==> src/rtl/div_unit.sv <==
// Multicycle signed restoring divider: quotient on lo_out, remainder on hi_out.
// Optional DIV_UNSIGNED_EN adds a div_unsigned input selecting unsigned (DIVU) operation.
module div_unit #(
    parameter int unsigned WIDTH = 32
) (
    input  logic             clk,
    input  logic             reset,
`ifdef DIV_UNSIGNED_EN
    input  logic             div_unsigned,
`endif
    input  logic             div_start,
    input  logic [WIDTH-1:0] dividend,
    input  logic [WIDTH-1:0] divisor,
    output logic             div_done,
    output logic             div_zero,
    output logic             busy,
    output logic [WIDTH-1:0] hi_out,
    output logic [WIDTH-1:0] lo_out
);

    localparam int unsigned CW = $clog2(WIDTH);

    typedef enum logic [2:0] {
        IDLE,
        RUN,
        FIX,
        DONE,
        ERR
    } state_t;

    state_t           state, state_nxt;
    logic [CW-1:0]    cnt, cnt_nxt;
    logic [WIDTH-1:0] rem, rem_nxt;
    logic [WIDTH-1:0] q, q_nxt;
    logic [WIDTH-1:0] dvs, dvs_nxt;
    logic             neg_q, neg_q_nxt;
    logic             neg_r, neg_r_nxt;
    logic             done_nxt, zero_nxt, busy_nxt;
    logic [WIDTH-1:0] hi_nxt, lo_nxt;

    logic             uns_sel;
    logic             neg_a, neg_b;
    logic [WIDTH-1:0] abs_a, abs_b;
    logic [WIDTH:0]   rem_sh;

`ifdef DIV_UNSIGNED_EN
    assign uns_sel = div_unsigned;
`else
    assign uns_sel = 1'b0;
`endif

    // Operand magnitudes; |MIN| wraps to itself and is then read as unsigned 2^(WIDTH-1).
    assign neg_a  = dividend[WIDTH-1] & ~uns_sel;
    assign neg_b  = divisor[WIDTH-1] & ~uns_sel;
    assign abs_a  = neg_a ? WIDTH'(0) - dividend : dividend;
    assign abs_b  = neg_b ? WIDTH'(0) - divisor : divisor;
    assign rem_sh = {rem, q[WIDTH-1]};

    always_ff @(posedge clk or negedge reset) begin
        if (!reset) begin
            state    <= IDLE;
            cnt      <= '0;
            rem      <= '0;
            q        <= '0;
            dvs      <= '0;
            neg_q    <= 1'b0;
            neg_r    <= 1'b0;
            div_done <= 1'b0;
            div_zero <= 1'b0;
            busy     <= 1'b0;
            hi_out   <= '0;
            lo_out   <= '0;
        end else begin
            state    <= state_nxt;
            cnt      <= cnt_nxt;
            rem      <= rem_nxt;
            q        <= q_nxt;
            dvs      <= dvs_nxt;
            neg_q    <= neg_q_nxt;
            neg_r    <= neg_r_nxt;
            div_done <= done_nxt;
            div_zero <= zero_nxt;
            busy     <= busy_nxt;
            hi_out   <= hi_nxt;
            lo_out   <= lo_nxt;
        end
    end

    always_comb begin
        state_nxt = state;
        cnt_nxt   = cnt;
        rem_nxt   = rem;
        q_nxt     = q;
        dvs_nxt   = dvs;
        neg_q_nxt = neg_q;
        neg_r_nxt = neg_r;
        done_nxt  = 1'b0;
        zero_nxt  = 1'b0;
        busy_nxt  = busy;
        hi_nxt    = hi_out;
        lo_nxt    = lo_out;

        unique case (state)
            IDLE: begin
                if (div_start) begin
                    busy_nxt = 1'b1;
                    if (divisor == '0) begin
                        zero_nxt  = 1'b1;
                        state_nxt = ERR;
                    end else begin
                        q_nxt     = abs_a;
                        dvs_nxt   = abs_b;
                        rem_nxt   = '0;
                        neg_q_nxt = neg_a ^ neg_b;
                        neg_r_nxt = neg_a;
                        cnt_nxt   = CW'(WIDTH - 1);
                        state_nxt = RUN;
                    end
                end
            end
            RUN: begin
                // Result of a successful subtract is below dvs, so WIDTH bits suffice.
                if (rem_sh >= {1'b0, dvs}) begin
                    rem_nxt = rem_sh[WIDTH-1:0] - dvs;
                    q_nxt   = {q[WIDTH-2:0], 1'b1};
                end else begin
                    rem_nxt = rem_sh[WIDTH-1:0];
                    q_nxt   = {q[WIDTH-2:0], 1'b0};
                end
                cnt_nxt = cnt - CW'(1);
                if (cnt == '0) begin
                    state_nxt = FIX;
                end
            end
            FIX: begin
                lo_nxt    = neg_q ? WIDTH'(0) - q : q;
                hi_nxt    = neg_r ? WIDTH'(0) - rem : rem;
                done_nxt  = 1'b1;
                state_nxt = DONE;
            end
            DONE: begin
                busy_nxt  = 1'b0;
                state_nxt = IDLE;
            end
            ERR: begin
                busy_nxt  = 1'b0;
                state_nxt = IDLE;
            end
            default: begin
                busy_nxt  = 1'b0;
                state_nxt = IDLE;
            end
        endcase
    end

endmodule

==> config.mk <==
export PLATFORM = sky130hd
export DESIGN_NAME = div_unit
export DESIGN_NICKNAME = d
export VERILOG_FILES = /design/src/rtl/div_unit.sv
export SDC_FILE = /design/constraint.sdc
export NUM_CORES = 1
export LEC_CHECK = 0
export BUFFER_PORTS_ARGS = -buffer_cell sky130_fd_sc_hd__buf_2
export CELL_PAD_IN_SITES_DETAIL_PLACEMENT = 1
export CELL_PAD_IN_SITES_GLOBAL_PLACEMENT = 1
export CORE_AREA = 5 5 191 193
export DETAILED_ROUTE_END_ITERATION = 8
export DIE_AREA = 0 0 196 198
export HOLD_SLACK_MARGIN = 0.1
export PLACE_DENSITY = 0.72
export SYNTH_ARGS = -nofsm -noshare
export SYNTH_HDL_FRONTEND = slang
export SYNTH_SLANG_ARGS = --single-unit
==> constraint.sdc <==
create_clock -name clk -period 2.9 [get_ports clk]
set_input_delay 0.435 -clock clk [delete_from_list [all_inputs] [get_ports clk]]
set_output_delay 0.435 -clock clk [all_outputs]
set_load 0.02 [all_outputs]
After elaboration in Yosys (flattened, before gate mapping)
Cells that the tools add are included.

storage, ports and cells
  register bits = 173
  logic and storage cells = 61

cells by class
  add/sub/neg operators = 6
  $lt $le $gt $ge = 1
  eq/ne operators = 5
  mux-type cells = 25
  bitwise gates (word level) = 3
  reduce and logical (&&, ||, !) cells = 9

operator list
  cell                                                                 count
  32-bit 2-to-1 mux                                                    9
  32-bit case mux with 2 select lines                                  2
  1-bit by 32-bit subtractor with 32-bit output, first input constant  4
  33-bit by 32-bit >= comparator with 1-bit output                     1
  32-bit logical NOT                                                   1
  32-bit subtractor                                                    1
  5-bit 2-to-1 mux                                                     2
  5-bit case mux with 2 select lines                                   1
  3-bit 2-to-1 mux                                                     3
  3-bit case mux with 3 select lines                                   1
  1-bit 2-to-1 mux                                                     6
  2-bit inequality test, second input constant                         3
  3-bit AND reduction                                                  2
  5-bit logical NOT                                                    1
  5-bit by 1-bit subtractor with 5-bit output, second input constant   1
  2-bit AND reduction                                                  2
  3-bit by 1-bit == test with 1-bit output, second input constant      1
  3-bit by 2-bit == test with 1-bit output, second input constant      1
  3-bit logical NOT                                                    1
  1-bit inverter                                                       2
  1-bit case mux with 2 select lines                                   1
  2-bit nonzero test                                                   1
  2-bit OR reduction                                                   1
  1-bit XOR                                                            1

Longest topological paths before layout
Gate-level depths: netlist (run 1).

  depth in word-level cells = 5
  gate-level depth with buffers = 13
  depth with buffers taken out = 13

Least setup slack after synthesis (run 1)
OpenSTA, ideal clock, no wires.

  path type = input port to flip-flop
  start = in divisor[1]
  end = reg dvs[27]
  setup time = 0.129 ns
  data arrival time = 3.247 ns
  required time = 2.771 ns
  setup slack = -0.476 ns
  cell stages on the path = 9
  cell sequence = or4_1 > or3_1 > or4_4 > or2_4 > or3b_4 > or4_4 > o41ai_4 > xor2_1 > o21ai_1

on the way
  longest elaborated chain between the ends = 3
  elaborated cells between the ends (all ways) = 5

RTL lines
  item                                                                                                   RTL line  RTL
  from (decl)                                                                                            13        input logic [WIDTH-1:0] divisor,
  parallel branches: the longest is 3 deep, another holds 1-bit by 32-bit subtractor with 32-bit output  n/a
  to (signal assigned)                                                                                   78        dvs <= dvs_nxt;
  to (decl)                                                                                              35        logic [WIDTH-1:0] dvs, dvs_nxt;

Parallel ways; which one is timed is not known.
A chain may end at the register's enable or synchronous reset.

Final worst setup path (run 1)
Same ends and word-level chain as after synthesis.

==> impl_metrics.ini, run 1 <==
[status]
status = finished with violations
failed_checks = negative setup slack

[grt]
grt_pass1_vias = 10500
grt_max_degree = 75
grt_pass1_wl_mm = 57.2
grt_antenna_before_repair = 0
grt_usage_pct = 18.1
grt_overflow_total = 0

[place]
dp_hpwl_mm = 26.9
dp_cells = 1949
globalplace.congestion = 0.914
io_buffers = 133

[timing]
finalHoldViolCount = 0
worst_slew_margin_rel_pct = 29.7
period_share_pct = 107
finalClockSkew_ps = 8.91
final_max_slew_viol_count = 0
period_minus_slack_ps = 3100
tightest_slew_ps = 1050
setup_tns_ps = -1000
max_freq_mhz = 323
setup_viol = 7
rsz0062_at_grt = yes
setup_slack_ps = -199

[worst_setup_path]
critPathSlowestCell = or4_4
path_delay_family = simple AND/OR/NAND/NOR gates
path_class = input port to flop
crit_buf_inv = 1
rr_startpoint = q[17]$_DFFE_PN0P_
crit_fanout = 4
worst_ep_arrival_time_ps = 3420
cp_common_cell = or4_4
path_cells = buf_6 -> or4_4 -> or3_4 -> or4_4 -> or2_4 -> or3b_4 -> or4_4 -> o41ai_4 -> xor2_1 -> o21ai_1
cp-startpoint = divisor[1]
slowest_delay_ps = 520
start_kind = input port
critPathRequiredTime_ps = 3220
endpoint_kind = flop

[route]
top_layer = met4
vias_per_cell = 5.10
drc = 0
wl_met3_mm = 1.17
met2_wirelength_mm = 16.1
wire_per_inst_um = 17.9
m1WireLength_mm = 18.2
drt_wl_total_mm = 35.9
drtPass1Iterations = 5
drt-initial-drc-count = 575
final_antenna_net_count = 0
vias = 10200

[cells_and_area]
area_delta_synth_final_pct = 34.3
drive_above_1_share_pct = 29.7
nets = 1641
fill_cells = 4051
final_common_cell = nand2_1
layout_common_cells = 182 x nand2_1, 167 x dfrtp_1, 166 x buf_4
diodes = 0
finalNonFillerCells = 2003

[synth]
synth-main-ff-cell = dfrtp_1
postSynth.asyncResetShare_pct = 100
synth_top_area_share_pct = 39.6
synth_seq_cells = 173
avgSynthCellArea_sq_um = 8.61
synth-seq-area-share_pct = 39.6
yosys.area.top_type = dfrtp_1
synth_cells = 1271
netlist_area_sq_um = 10900
synthDistinctLibCells = 60
synth_warnings = 0
synthTopCellsByArea = dfrtp_1 40%, xor2_1 8.2%, o21ai_0 8.0%
synth_edf_count = 0
synth_nets = 1377

[min_path]
holdCritPathClass = input port to flop
hp-start = divisor[30]

[run]
cap_viol_max_count = 0

[clocking]
cts.sinks = 173
numCtsBuffers = 17
cts_tree = built
path_clk_slew_ps = 80
cts_buffer_depth = 2
clkLatencyLatePin_ps = 440
clock-root-buffer = clkbuf_16
h-tree-depth = 4

[power_and_ir_drop]
seq_power_share_pct = 22.5
power.static_leakage_nw = 6.47
clockPowerShare_pct = 11.7
max-vdd-ir-drop_mv = 0.554
switching_power_mw = 9.24
intPower_mw = 10.7
powerDensity_nw_per_um2 = 1350
comb_power_share_pct = 65.8
p_sw_share_pct = 46.4

[floorplan]
start_util_pct = 31.8
placement_rows = 68
die_w_um = 196
io_pins = 134
dieArea_sq_um = 38800
coreArea_sq_um = 34400
die_h_um = 198
[state kept, by name, indices dropped and copies added, names as in the netlist]
| register | cells |
|---|---|
| div_done | 1 |
| div_zero | 1 |
| rem | 32 |
| hi_out | 32 |
| state | 3 |
| busy | 1 |
| cnt | 5 |
| dvs | 32 |
| neg_r | 1 |
| neg_q | 1 |
| lo_out | 32 |
| q | 32 |
[power groups by stage]
| stage | logic, mW | clock network, mW | registers [mW] |
|---|---|---|---|
| floorplan | 6.59 | 0 | 4.42 |
| global placement | 10.6 | 0 | 4.35 |
| detailed placement | 10.9 | 0 | 4.42 |
| CTS | 11.9 | 2.39 | 4.39 |
| global route | 14.4 | 2.49 | 4.58 |
| finish | 13.1 | 2.33 | 4.47 |
[synthesized netlist by cell type (18+ instances only)]
| master | n |
|---|---|
| o31ai_1 | 30 |
| xnor2_1 | 45 |
| clkbuf_1 | 66 |
| dfrtp_1 | 173 |
| o21ai_0 | 174 |
| or3_1 | 22 |
| xor2_1 | 103 |
| a21oi_1 | 57 |
| nand2_1 | 186 |
| nand3_1 | 23 |
| nor2_1 | 63 |
| nor3_1 | 18 |
| inv_1 | 55 |
| a221o_1 | 24 |
| ha_1 | 38 |
[worst paths after layout]
check	to	slack (ps)	cells after the start
setup / recovery	dvs[27]$_DFFE_PN0P_	-200	10
hold / removal	state[2]$_DFFE_PN0P_	230	2
setup reg to reg	lo_out[29]$_DFFE_PN0P_	-200	8
hold reg to reg	hi_out[8]$_DFFE_PN0P_	470	2
max in group asynchronous	dvs[2]$_DFFE_PN0P_	1480	3
min in group asynchronous	busy$_DFFE_PN0P_	610	2
[final cells by class]
class	count	area (sq um)	share of cell area [%]
multi-input cells	970	6720	45.8
clock buffers	17	425	2.90
well taps	455	569	3.87
inverters	55	206	1.40
clock inverters	15	171	1.17
flip-flops and latches	173	4340	29.5
repair buffers	318	2260	15.4
[per-layer routing]
layer  vias to the layer above  GRT usage, %
li1                       5040             -
met1                      4973          26.6
met2                       183          28.5
met3                        23          2.50
met4                         0          3.70
met5                         -             0
[per-stage QoR]
step | power, mW | worst slack [ps] | cell area, sq um | util [%] | hold WS [ps]
floorplan | 11.0 | -475 | 11000 | - | 139
global placement | 15.0 | -662 | 13300 | 38.7 | 455
detailed placement | 15.3 | -694 | 13300 | 38.7 | 465
CTS | 18.6 | -214 | 14300 | 41.6 | 211
global route | 21.4 | -306 | 14700 | 42.7 | 231
finish | 19.9 | -199 | 14700 | 42.7 | 231
[cell families (layout without fill, tap and decap cells)]
kind of cell,Yosys count,count (layout),share of synthesized area (%)
AOI/OAI and AO/OA,382,382,22.0
muxes,11,11,1.02
xor gates and xnor gates,148,148,11.8
and+or+nand+nor,390,390,16.6
DFF,173,173,39.6
buffers and inverters,128,405,4.39
adders and majority gates,39,39,4.53
[timing repair]
action	4_1_cts	5_1_grt
endpoints found under the setup margin	40	45
resized for setup	52	85
endpoints found under the hold margin	70	0
hold buffers	1	0
pin swaps	23	40
setup buffers	10	6
cloned	3	2
(Power assumes the default switching activity.)
==> inputs of run 2 (changes only) <==
PLACE_DENSITY = 0.71   (was 0.72)
==> run 2 against run 1 <==
  * Sequential power barely moved
  * Clock skew rose by 4.1 ps
  * Critical path depth did not move
  * Hold slack improved by 5.5 ps
  * The flow still finishes with violations (negative setup slack)
  * Fmax fell by 0.87%
  * First-iteration DRC count fell by 5.9%
  * Non-clock buffer count rose by 7
  * Global-route usage barely moved
  * Largest cell class unchanged
  * Utilization rose by 0.74 points
  * Cell area rose by 1.7%
  * Count of clock-buffer cells in the layout rose by 1
==> impl_metrics.ini, run 2 (synthesized netlist as in run 1, its figures left out) <==
[route]
wire_per_inst_um = 18.3
drtPass1Iterations = 4
drc = 0
vias = 10400
final_antenna_net_count = 0
drt-initial-drc-count = 541
vias_per_cell = 5.16
drt_wl_total_mm = 36.9

[grt]
grt_max_degree = 67
grt_use_met2_pct = 28.0
busiest_layer = met2
use_met3_pct = 2.62
grt_pass1_wl_mm = 57.5
grt_usage_pct = 18.1
grt_pass1_vias = 10600
grt_antenna_before_repair = 0
grt_overflow_total = 0
met1_usage_pct = 27.3

[timing]
period_minus_slack_ps = 3130
max_freq_mhz = 320
rsz0062_at_grt = yes
finalHoldViolCount = 0
worst_slew_margin_rel_pct = 30.0
holdWs_ps = 236
finalClockSkew_ps = 13.0
tightest_slew_ps = 1050
final_max_slew_viol_count = 0
setup_viol = 25
setup_slack_ps = -226
period_share_pct = 108

[cells_and_area]
diodes = 0
drive_above_1_share_pct = 31.3
finalNonFillerCells = 2010
final_common_cell = nand2_1
nets = 1648
finalInstanceArea_sq_um = 14900
layout_common_cells = 182 x nand2_1, 169 x dfrtp_1, 169 x buf_4
fill_cells = 4106
area_delta_synth_final_pct = 36.6

[worst_setup_path]
endpoint_kind = flop
critPathSlowestCell = or4_4
r2r_end = lo_out[31]$_DFFE_PN0P_
path_cells = buf_6 -> or4_4 -> or3_4 -> or4_4 -> or2_4 -> or3b_4 -> or4_4 -> o41ai_4 -> xor2_1 -> o21ai_1
start_kind = input port
r2r_cells = 9
r2r_setup_slack_ps = -220
rr_startpoint = q[17]$_DFFE_PN0P_
worst_ep_arrival_time_ps = 3450
critPathRequiredTime_ps = 3220
crit_buf_inv = 1
path_delay_family = simple AND/OR/NAND/NOR gates
path_class = input port to flop
crit_fanout = 4
cp_common_cell = or4_4
slowest_delay_ps = 520

[clocking]
clkLatencyLatePin_ps = 440
clock-root-buffer = clkbuf_16
path_clk_slew_ps = 70
cts.sinks = 173
numCtsBuffers = 17
cts_tree = built
cts_buffer_depth = 2
h-tree-depth = 4

[status]
status = finished with violations
failed_checks = negative setup slack

[place]
place_area_sq_um = 13400
dp_cells = 1952
pre_cts_slack_ps = -722
dp_hpwl_mm = 27.1
globalplace.congestion = 0.928
io_buffers = 133

[power_and_ir_drop]
max-vdd-ir-drop_mv = 0.594
powerDensity_nw_per_um2 = 1400
power.static_leakage_nw = 6.57

[floorplan]
io_pins = 134
dieArea_sq_um = 38800
placement_rows = 68
die_h_um = 198
die_w_um = 196
start_util_pct = 31.8
coreArea_sq_um = 34400

[min_path]
holdCritPathClass = input port to flop
hold_depth = 2
min_to = div_zero$_DFF_PN0_
hp-start = divisor[30]

[run]
cap_viol_max_count = 0
==> run 2: metrics by stage <==
step | TNS (ps) | power, mW | utilization (%)
detailed placement | -6020 | 15.5 | 38.9
floorplan | -1930 | 11.0 | -
global placement | -4220 | 15.1 | 38.9
global route | -5220 | 22.5 | 43.5
finish | -2280 | 21.0 | 43.5
CTS | -1150 | 18.6 | 41.6
==> run 2: cell type report <==
class	instances	area, sq um	area share, %
Clock buffer	18	439	2.94
Sequential cell	173	4330	29.0
Multi-Input combinational cell	970	6890	46.1
Inverter	55	206	1.38
Clock inverter	14	171	1.15
Tap cell	455	569	3.81
Timing Repair Buffer	325	2340	15.7
==> run 2: what timing repair did <==
item,4_1_cts,5_1_grt
gates resized for setup,38,144
gates cloned,1,4
endpoints found under the hold margin,58,0
pin swaps,20,69
buffers inserted,10,11
hold buffers,1,0
setup endpoints to repair,36,45
==> run 2: worst max path at each step <==
stage	startpoint	endpoint	slack, ps	cells past startpoint
after floorplan	divisor[1]	dvs[27]$_DFFE_PN0P_	-480	9
after detailed placement	divisor[1]	dvs[27]$_DFFE_PN0P_	-720	10
final	divisor[1]	dvs[27]$_DFFE_PN0P_	-230	10
after global placement	divisor[1]	dvs[27]$_DFFE_PN0P_	-650	10
after CTS	q[17]$_DFFE_PN0P_	lo_out[29]$_DFFE_PN0P_	-230	8
after global routing	divisor[1]	dvs[27]$_DFFE_PN0P_	-300	10
==> run 2: worst reg2reg max path, cell delays in order, from the launching register on <==
cell     delay, ps
dfrtp_1        390
or4_4          540
or3_4          340
or3_4          330
or3_4          370
or4_4          470
buf_6          150
o31ai_4        180
xnor2_1        140
o21ai_1         70
==> run 2: layer usage <==
| metal | wire length [um] | up-vias |
|---|---|---|
| met3 | 1100 | 31 |
| li1 | - | 5051 |
| met5 | 0 | - |
| met1 | 18600 | 5136 |
| met4 | 416 | 0 |
| met2 | 16800 | 161 |
==> run 2: power by group <==
part / leakage (nW) / internal, mW / switching (mW)
registers: 2.03 / 3.41 / 1.04
clock network: 0.298 / 1.33 / 1.11
logic: 4.24 / 6.54 / 7.55
total: 6.57 / 11.3 / 9.71
==> inputs of run 3 (changes only) <==
ABC_AREA = 1   (was not set)
CORE_AREA = 5 5 208 210   (was 5 5 191 193)
DIE_AREA = 0 0 213 215   (was 0 0 196 198)
PLACE_DENSITY = 0.74   (was 0.71)
==> run 3 against run 2 <==
  * The flow now finishes without violations
  * Utilization down 7.3 points
  * Critical path depth up 3
  * Count of clock-buffer cells in the layout up 2
  * Sequential share of layout area down 0.12 points
  * Register-to-register slack better by 500 ps
  * Die area up 18%
  * Critical endpoint is now rem[3]$_DFFE_PN0P_
==> impl_metrics.ini, run 3 <==
[grt]
grt_max_degree = 63
grt_pass1_vias = 14100
grt_overflow_total = 0
met1_usage_pct = 30.1
grt_use_met2_pct = 34.0
use_met3_pct = 3.21
grt_usage_pct = 21.3
grt_antenna_before_repair = 0
busiest_layer = met2
grt_pass1_wl_mm = 78.0

[floorplan]
coreArea_sq_um = 41400
die_w_um = 213
placement_rows = 75
die_h_um = 215
dieArea_sq_um = 45800
io_pins = 134
start_util_pct = 31.5

[timing]
setup_viol = 0
max_freq_mhz = 382
rsz0062_at_grt = no
final_max_slew_viol_count = 0
setup_tns_ps = 0
tightest_slew_ps = 1090
finalHoldViolCount = 0
finalClockSkew_ps = 13.3
worst_slew_margin_rel_pct = 26.9
period_minus_slack_ps = 2620
period_share_pct = 90.4

[clocking]
h-tree-depth = 4
cts.sinks = 173
numCtsBuffers = 17
cts_tree = built
post-cts-setup-buffers = 0
clock-root-buffer = clkbuf_16
path_clk_slew_ps = 80
cts_buffer_depth = 2
clkLatencyLatePin_ps = 450
cts_resized = 0

[synth]
yosys.area.top_type = dfrtp_1
synthTopCellsByArea = dfrtp_1 33%, nand2_1 20%, nand3_1 9.0%
yosys-top-cells-count = 680 x nand2_1, 272 x inv_1, 235 x nand3_1
synth_top_area_share_pct = 33.2
synth_cells = 2035
synth_warnings = 0
synth-main-ff-cell = dfrtp_1
synth_seq_cells = 173
synth_edf_count = 0
synthDistinctLibCells = 45
synth-seq-area-share_pct = 33.2
synth_nets = 2141
avgSynthCellArea_sq_um = 6.41
postSynth.asyncResetShare_pct = 100
yosysMostFrequentCell = nand2_1
netlist_area_sq_um = 13000

[cells_and_area]
layout_common_cells = 680 x nand2_1, 271 x inv_1, 235 x nand3_1
finalNonFillerCells = 2712
final_common_cell = nand2_1
area_delta_synth_final_pct = 15.0
nets = 2266
fill_cells = 5412
drive_above_1_share_pct = 10.4
diodes = 0
finalInstanceArea_sq_um = 15000

[power_and_ir_drop]
seq_power_share_pct = 24.0
max-vdd-ir-drop_mv = 0.481
p_sw_share_pct = 55.2
switching_power_mw = 11.1
clockPowerShare_pct = 11.5
post-layout-total-power_mw = 20.0
power.static_leakage_nw = 7.98
intPower_mw = 8.95
powerDensity_nw_per_um2 = 1330
comb_power_share_pct = 64.5

[worst_setup_path]
endpoint_kind = flop
path_delay_family = simple AND/OR/NAND/NOR gates
start_kind = flop
path_class = flop to flop
crit_fanout = 25
path_cells = ha_1 -> nand2_1 -> nor2_1 -> nand3_1 -> nor2_1 -> nand2_1 -> nand2_1 -> nor2_2 -> nand2_2 -> buf_12 -> nand2_1 -> nand3_1 -> o21ai_1
worst_ep_arrival_time_ps = 2930
critPathRequiredTime_ps = 3210
critPathSlowestCell = dfrtp_1
slowest_delay_ps = 500
cp-startpoint = rem[24]$_DFFE_PN0P_
crit_buf_inv = 1
rr_startpoint = rem[24]$_DFFE_PN0P_
cp_common_cell = nand2_1

[min_path]
holdCritPathClass = input port to flop
hp-start = dividend[0]

[route]
final_antenna_net_count = 0
drtPass1Iterations = 5
wire_per_inst_um = 18.0
drc = 0
vias_per_cell = 5.04
vias = 13700
drt-initial-drc-count = 830
drt_wl_total_mm = 48.8

[run]
cap_viol_max_count = 0

[place]
place_area_sq_um = 14400
io_buffers = 133
globalplace.congestion = 0.915
dp_cells = 2679
dp_hpwl_mm = 39.3

[status]
status = finished clean
run 3: routing by layer:
layer / vias to the layer above / wire, um
li1: 6700 / -
met1: 6597 / 23200
met2: 294 / 22200
met3: 66 / 2110
met4: 0 / 1260
met5: - / 0
run 3: cell type report:
cell class / count / area, sq um / share of cell area (%)
Multi-Input combinational cell: 1526 / 7400 / 49.4
Sequential cell: 173 / 4330 / 28.9
Inverter: 274 / 1030 / 6.86
Timing Repair Buffer: 168 / 1000 / 6.67
Tap cell: 539 / 674 / 4.50
Clock buffer: 20 / 457 / 3.05
Clock inverter: 12 / 100 / 0.668
run 3: cell families after synthesis:
family / synth area share (%)
adders and majority gates: 3.80
buffers and inverters: 10.1
AOI/OAI and AO/OA: 8.45
DFF: 33.2
and+or+nand+nor: 39.2
xor gates and xnor gates: 5.24
run 3: final timing paths:
check | endpoint | slack, ps | cells after the start
setup reg to reg | rem[3]$_DFFE_PN0P_ | 280 | 13
hold reg to reg | lo_out[27]$_DFFE_PN0P_ | 480 | 2
hold / removal | q[0]$_DFFE_PN0P_ | 280 | 3
max in group asynchronous | rem[3]$_DFFE_PN0P_ | 1550 | 3
min in group asynchronous | dvs[10]$_DFFE_PN0P_ | 530 | 2
setup / recovery | rem[3]$_DFFE_PN0P_ | 280 | 13
run 3: power by group through the flow:
stage	clock network [mW]	logic [mW]	registers (mW)
2_1_floorplan	0	8.40	4.85
3_5_place_dp	0	12.8	4.83
4_1_cts	2.35	12.9	4.79
3_3_place_gp	0	12.5	4.77
5_1_grt	2.45	14.5	4.93
6_report	2.29	12.9	4.81
run 3: repair_timing:
action                                  4_1_cts  5_1_grt
endpoints found under the setup margin        0        0
hold buffers                                  1        0
hold endpoints to repair                     58        0
run 3: metrics by stage:
step	setup WS [ps]	hold slack [ps]	util, %
after floorplan	874	139	-
after global placement	208	461	34.9
after detailed placement	208	463	34.9
after CTS	333	260	36.2
after global routing	91.9	290	36.2
final	280	278	36.2
run 3: worst min-delay path, stage by stage:
cell and delay (ps):
buf_2 100, nand2_1 80, nand3_1 80
